===== config.mk =====
export PLATFORM = sky130hd
export DESIGN_NAME = i2s_dac_transmitter
export DESIGN_NICKNAME = d
export VERILOG_FILES = /design/src/rtl/audio_pkg.sv /design/src/rtl/i2s_clk_gen.sv /design/src/rtl/i2s_dac_transmitter.sv
export SDC_FILE = /design/constraint.sdc
export NUM_CORES = 1
export LEC_CHECK = 0
export ABC_AREA = 1
export BUFFER_PORTS_ARGS = -buffer_cell sky130_fd_sc_hd__buf_2
export CAP_MARGIN = 0
export CELL_PAD_IN_SITES_DETAIL_PLACEMENT = 1
export CELL_PAD_IN_SITES_GLOBAL_PLACEMENT = 2
export CORE_MARGIN = 10
export CORE_UTILIZATION = 30
export DETAILED_ROUTE_END_ITERATION = 8
export GPL_TIMING_DRIVEN = 0
export HOLD_SLACK_MARGIN = 0.15
export PLACE_DENSITY = 0.79
export RECOVER_POWER = 100
export SETUP_SLACK_MARGIN = 0.4
export SLEW_MARGIN = 20
export SYNTH_ARGS = -nofsm -noshare
export SYNTH_HDL_FRONTEND = slang
export SYNTH_SLANG_ARGS = --single-unit

===== constraint.sdc =====
create_clock -name clk -period 1.72 [get_ports clk]
set_input_delay 0.172 -clock clk [delete_from_list [all_inputs] [get_ports clk]]
set_output_delay 0.172 -clock clk [all_outputs]
set_load 0.005 [all_outputs]

===== src/rtl/audio_pkg.sv =====
// Shared audio types for the generators, mixer and I2S transmitter.
// Sample width, I2S slot width and the per-slot data bit selector.
package audio_pkg;

  localparam int SAMPLE_W = 24;
  localparam int SLOT_W   = 32;

  typedef logic signed [SAMPLE_W-1:0] sample_t;

  localparam logic [4:0] LAST_SLOT = 5'(SAMPLE_W);

  // Slot 0 is the I2S one-BCLK delay; MSB sits in slot 1.
  function automatic logic slot_bit(
    input sample_t    s,
    input logic [4:0] slot
  );
    logic [4:0] idx;
    logic       b;
    idx = LAST_SLOT - slot;
    b   = 1'b0;
    if (slot != 5'd0 && slot <= LAST_SLOT) begin
      b = s[idx];
    end
    return b;
  endfunction

endpackage


===== src/rtl/i2s_clk_gen.sv =====
// BCLK divider and 64-bit frame counter for the I2S transmitter.
// fall is high on the clk whose edge produces a BCLK 1->0 toggle.
module i2s_clk_gen #(
  parameter int BCLK_HALF = 16
) (
  input  logic       clk,
  input  logic       reset,
  output logic       fall,
  output logic [5:0] bit_cnt,
  output logic       aud_bclk,
  output logic       aud_daclrck
);

  localparam int DW = $clog2(BCLK_HALF);

  logic [DW-1:0] div_cnt;
  logic          term;
  logic [5:0]    bit_nxt;

  assign term    = div_cnt == DW'(BCLK_HALF - 1);
  assign fall    = term && aud_bclk;
  assign bit_nxt = bit_cnt + 6'd1;

  always_ff @(posedge clk) begin
    if (reset) begin
      div_cnt     <= '0;
      aud_bclk    <= 1'b0;
      bit_cnt     <= 6'd63;
      aud_daclrck <= 1'b1;
    end else if (term) begin
      div_cnt  <= '0;
      aud_bclk <= ~aud_bclk;
      if (aud_bclk) begin
        bit_cnt     <= bit_nxt;
        aud_daclrck <= bit_nxt[5];
      end
    end else begin
      div_cnt <= div_cnt + DW'(1);
    end
  end

endmodule


===== src/rtl/i2s_dac_transmitter.sv =====
// Philips I2S serialiser for 24-bit stereo samples, BCLK/LRCK master.
// One-deep holding register feeds one sample pair per 64-BCLK frame.
module i2s_dac_transmitter
  import audio_pkg::*;
#(
  parameter int BCLK_HALF = 16
) (
  input  logic                clk,
  input  logic                reset,
  input  logic [SAMPLE_W-1:0] sample_l,
  input  logic [SAMPLE_W-1:0] sample_r,
  input  logic                sample_valid,
  output logic                sample_ready,
  output logic                aud_bclk,
  output logic                aud_daclrck,
  output logic                aud_dacdat,
  output logic                frame_start,
  output logic                underrun
);

  logic       fall;
  logic [5:0] bit_cnt;
  logic [5:0] bit_nxt;
  logic       load;
  logic       xfer;
  logic       hold_full;
  sample_t    hold_l;
  sample_t    hold_r;
  sample_t    cur_l;
  sample_t    cur_r;
  sample_t    ch;
  logic       dat_nxt;

  i2s_clk_gen #(
    .BCLK_HALF(BCLK_HALF)
  ) u_clk_gen (
    .clk        (clk),
    .reset      (reset),
    .fall       (fall),
    .bit_cnt    (bit_cnt),
    .aud_bclk   (aud_bclk),
    .aud_daclrck(aud_daclrck)
  );

  assign bit_nxt      = bit_cnt + 6'd1;
  assign load         = fall && (bit_cnt == 6'd63);
  assign sample_ready = !hold_full;
  assign xfer         = sample_valid && sample_ready;
  assign ch           = bit_nxt[5] ? cur_r : cur_l;
  assign dat_nxt      = slot_bit(ch, bit_nxt[4:0]);

  always_ff @(posedge clk) begin
    if (reset) begin
      hold_full   <= 1'b0;
      hold_l      <= '0;
      hold_r      <= '0;
      cur_l       <= '0;
      cur_r       <= '0;
      aud_dacdat  <= 1'b0;
      frame_start <= 1'b0;
      underrun    <= 1'b0;
    end else begin
      frame_start <= load;
      underrun    <= load && !hold_full;
      if (fall) begin
        aud_dacdat <= dat_nxt;
      end
      // An empty-hold load still lets a same-clk offer land in hold.
      if (load && hold_full) begin
        cur_l     <= hold_l;
        cur_r     <= hold_r;
        hold_full <= 1'b0;
      end else if (xfer) begin
        hold_l    <= sample_t'(sample_l);
        hold_r    <= sample_t'(sample_r);
        hold_full <= 1'b1;
      end
    end
  end

endmodule


==> flow_summary.toml <==
[die]
fp.dieH_um = 144
coreArea_mm2 = 0.0151
die-area_mm2 = 0.0206
num_rows = 45
initial_core_util_pct = 30.4
boundaryPins = 57
die-width_um = 144

[global_routing]
grt-ovfl-total = 0
grt_max_degree = 19
antenna_found_initial = 0
grt_pass1_wl_um = 25300
grt_pass1_vias = 4906
track_usage_pct = 15.9

[place]
dp_cells = 858
io_buffers = 56
dpl_worst_slack_ns = -0.316
dp_hpwl_um = 11400
gp_congestion = 0.873

[power]
p_per_area_mw_per_mm2 = 796
power.leakage_nw = 2.82
irDropWorstVdd_v = 0.000571

[route]
wire_per_inst_um = 17.1
wl_um = 16500
dr.max_layer_used = "met4"
wl_met1_um = 7220
drc_errors = 0
drtAntennaViolNets = 0
firstDrtPassIters = 4
dr_wl_met2_um = 8450
routed_via_density = 4.86
drt-initial-drc-count = 133
vias = 4704
dr_wl_met3_um = 501

[sta]
hold_viol_final = 0
worst_pin_slew_ns = 1.16
rsz0062_at_grt = "true"
slew_viol_final = 0
finalCriticalPeriod_ns = 1.81
final.setup_skew_ns = 0.0109
max-slew-margin-rel_pct = 22.5
fmax_ghz = 0.551
setup_slack_ns = -0.0935
tns_ns = -2.24
fin_crit_sh_pct = 105
setup_viol = 47

[run]
drv_cap = 0

[clock_network]
cts_buffer_depth = 2
cts_tree = "yes"
clkSlewWorstSetupHoldPaths_ns = 0.07
clkLatencyLatePin_ns = 0.36
numCtsBuffers = 9
cts_max_level = 3
root_buffer = "clkbuf_16"
cts.sinks = 111

[setup_path]
path_cells = "ha_4 -> nand4_1 -> nand2_2 -> nand2_8 -> buf_16 -> nand2_2 -> nand3_1 -> nand2_1 -> nor2_2 -> nand2_2 -> nand3_2 -> nand2_2 -> nor2_2 -> nand2_1 -> nand2_1"
start_kind = "flip-flop"
max_stage_delay_ns = 0.37
crit_fanout = 6
crit_top_cell = "nand2_2"
worstPathRequired_ns = 1.97
path_class = "reg -> reg"
reg2reg_slack_ns = -0.09
crit_path_end_kind = "flip-flop"
crit_arrival_ns = 2.07
cp_slowest_cell = "dfxtp_4"

[yosys]
synth-seq-area-share_pct = 48.4
synth-seq-cells = 111
synth_warnings = 0
synth-async-reset-ratio_pct = 0
syn_inst = 614
syn-mean-instance-area_um2 = 7.48
syn_area_mm2 = 0.00459
synth_nets = 668
synth-edff-count = 0
yosysUniqueCellTypes = 31
synth-main-ff-cell = "dfxtp_1"

[finish]
antenna_cells = 0
syn2layout_area_growth_pct = 51.7
drive_above_1_share_pct = 34.5
finalNonFillerCells = 967
fillCellCount = 1799
nets = 829

[run_status]
violations = "negative setup slack"
status = "finished with violations"

[min_path]
hp-class = "in -> reg"
placed cells by master, fill, tap and decap left out, drive strengths merged:
cell type      n
a211oi         3
a21oi         26
a22oi          1
buf          111
clkbuf        40
clkinv         3
clkinvlp       1
dfxtp        111
dlygate4sd3   48
ha             3
inv           34
nand2         62
nand3         21
nand4          3
nor2         163
nor3          35
o211ai         3
o21ai        107
xor2           4
power breakdown:
| part | switching [W] | internal [W] | leakage [nW] |
|---|---|---|---|
| Combinational | 0.000459 | 0.000382 | 1.78 |
| Clock | 0.000970 | 0.000989 | 0.130 |
| Sequential | 0.0000764 | 0.00267 | 0.905 |
sequential cells by signal, summed over array words and instances (netlist names):
register / flops
hold_r: 24
aud_dacdat: 1
u_clk_gen.bit_cnt: 5
hold_full: 1
frame_start: 1
underrun: 1
u_clk_gen.div_cnt: 4
cur_r: 24
u_clk_gen.aud_daclrck: 1
hold_l: 24
u_clk_gen.aud_bclk: 1
cur_l: 24
final cells by class:
type | instances | area, um2 | area share, %
multi-input combinational | 431 | 2530 | 36.4
tap | 188 | 235 | 3.38
buffer | 39 | 318 | 4.56
clock buffer | 10 | 229 | 3.29
inverter | 33 | 139 | 1.99
sequential | 111 | 2240 | 32.1
clock inverter | 5 | 38.8 | 0.557
timing repair buffer | 150 | 1230 | 17.7
worst max-delay path: cells and delay by family (launching register included):
| family | cells | cell delay, ns |
|---|---|---|
| AND/OR/NAND/NOR | 13 | 1.04 |
| flip-flops | 1 | 0.37 |
| adder cells (fa/ha/maj) | 1 | 0.15 |
| buffers and inverters | 1 | 0.15 |
path summary, 6_finish.rpt:
check                endpoint                  from  cells past startpoint
setup / recovery   aud_dacdat  u_clk_gen.bit_cnt[3]                     15
hold reg to reg    aud_dacdat            aud_dacdat                      2
hold / removal    frame_start                 reset                      2
setup reg to reg   aud_dacdat  u_clk_gen.bit_cnt[3]                     15
synth_stat cells (3+ instances only):
cell type  instances  area share [%]
xor2_1             4            0.76
o21ai_0           98              11
inv_1             28             2.3
nor2_1           158              13
inv_2              3            0.25
nand2_1           55             4.5
ha_1               3            0.82
clkbuf_1          26             2.1
a211oi_1           3            0.49
a21oi_1           25             2.7
dfxtp_1          111              48
o211ai_1           3            0.49
nand3_1           19             2.1
o21ai_1            9            0.98
nand2_2            5            0.68
buf_6              7             1.7
nor3_1            35             3.8
logic make-up (layout without fill, tap and decap cells):
| family | after synthesis | in the layout | share of synthesized area, % |
|---|---|---|---|
| DFF | 111 | 111 | 48.4 |
| buffers and inverters | 72 | 237 | 7.30 |
| AOI/OAI and AO/OA | 140 | 140 | 15.7 |
| adders and majority gates | 3 | 3 | 0.818 |
| xor gates and xnor gates | 4 | 4 | 0.763 |
| and+or+nand+nor | 284 | 284 | 27.0 |
layer usage:
layer  up-vias  global-route usage (%)
li1       2335                       -
met5         -                       0
met1      2297                    18.9
met3        17                    3.66
met4         0                    3.82
met2        55                    28.1
stage by stage:
stage / power, W / hold WS [ns] / utilization [%] / area (um2)
finish: 0.00555 / 0.135 / 46.2 / 6970
detailed placement: 0.00339 / 0.430 / 34.3 / 5170
CTS: 0.00554 / 0.0912 / 42.4 / 6400
global placement: 0.00336 / 0.416 / 34.3 / 5170
global route: 0.00581 / 0.144 / 46.2 / 6970
floorplan: 0.00316 / 0.244 / - / 4660
what timing repair did:
action | 4_1_cts | 5_1_grt
setup endpoints to repair | 108 | 92
endpoints found under the hold margin | 51 | 0
pin swaps | 33 | 62
gates cloned | 5 | 3
hold buffers | 48 | 0
resized for setup | 79 | 124
buffers inserted | 22 | 16
(Power assumes the default switching activity.)
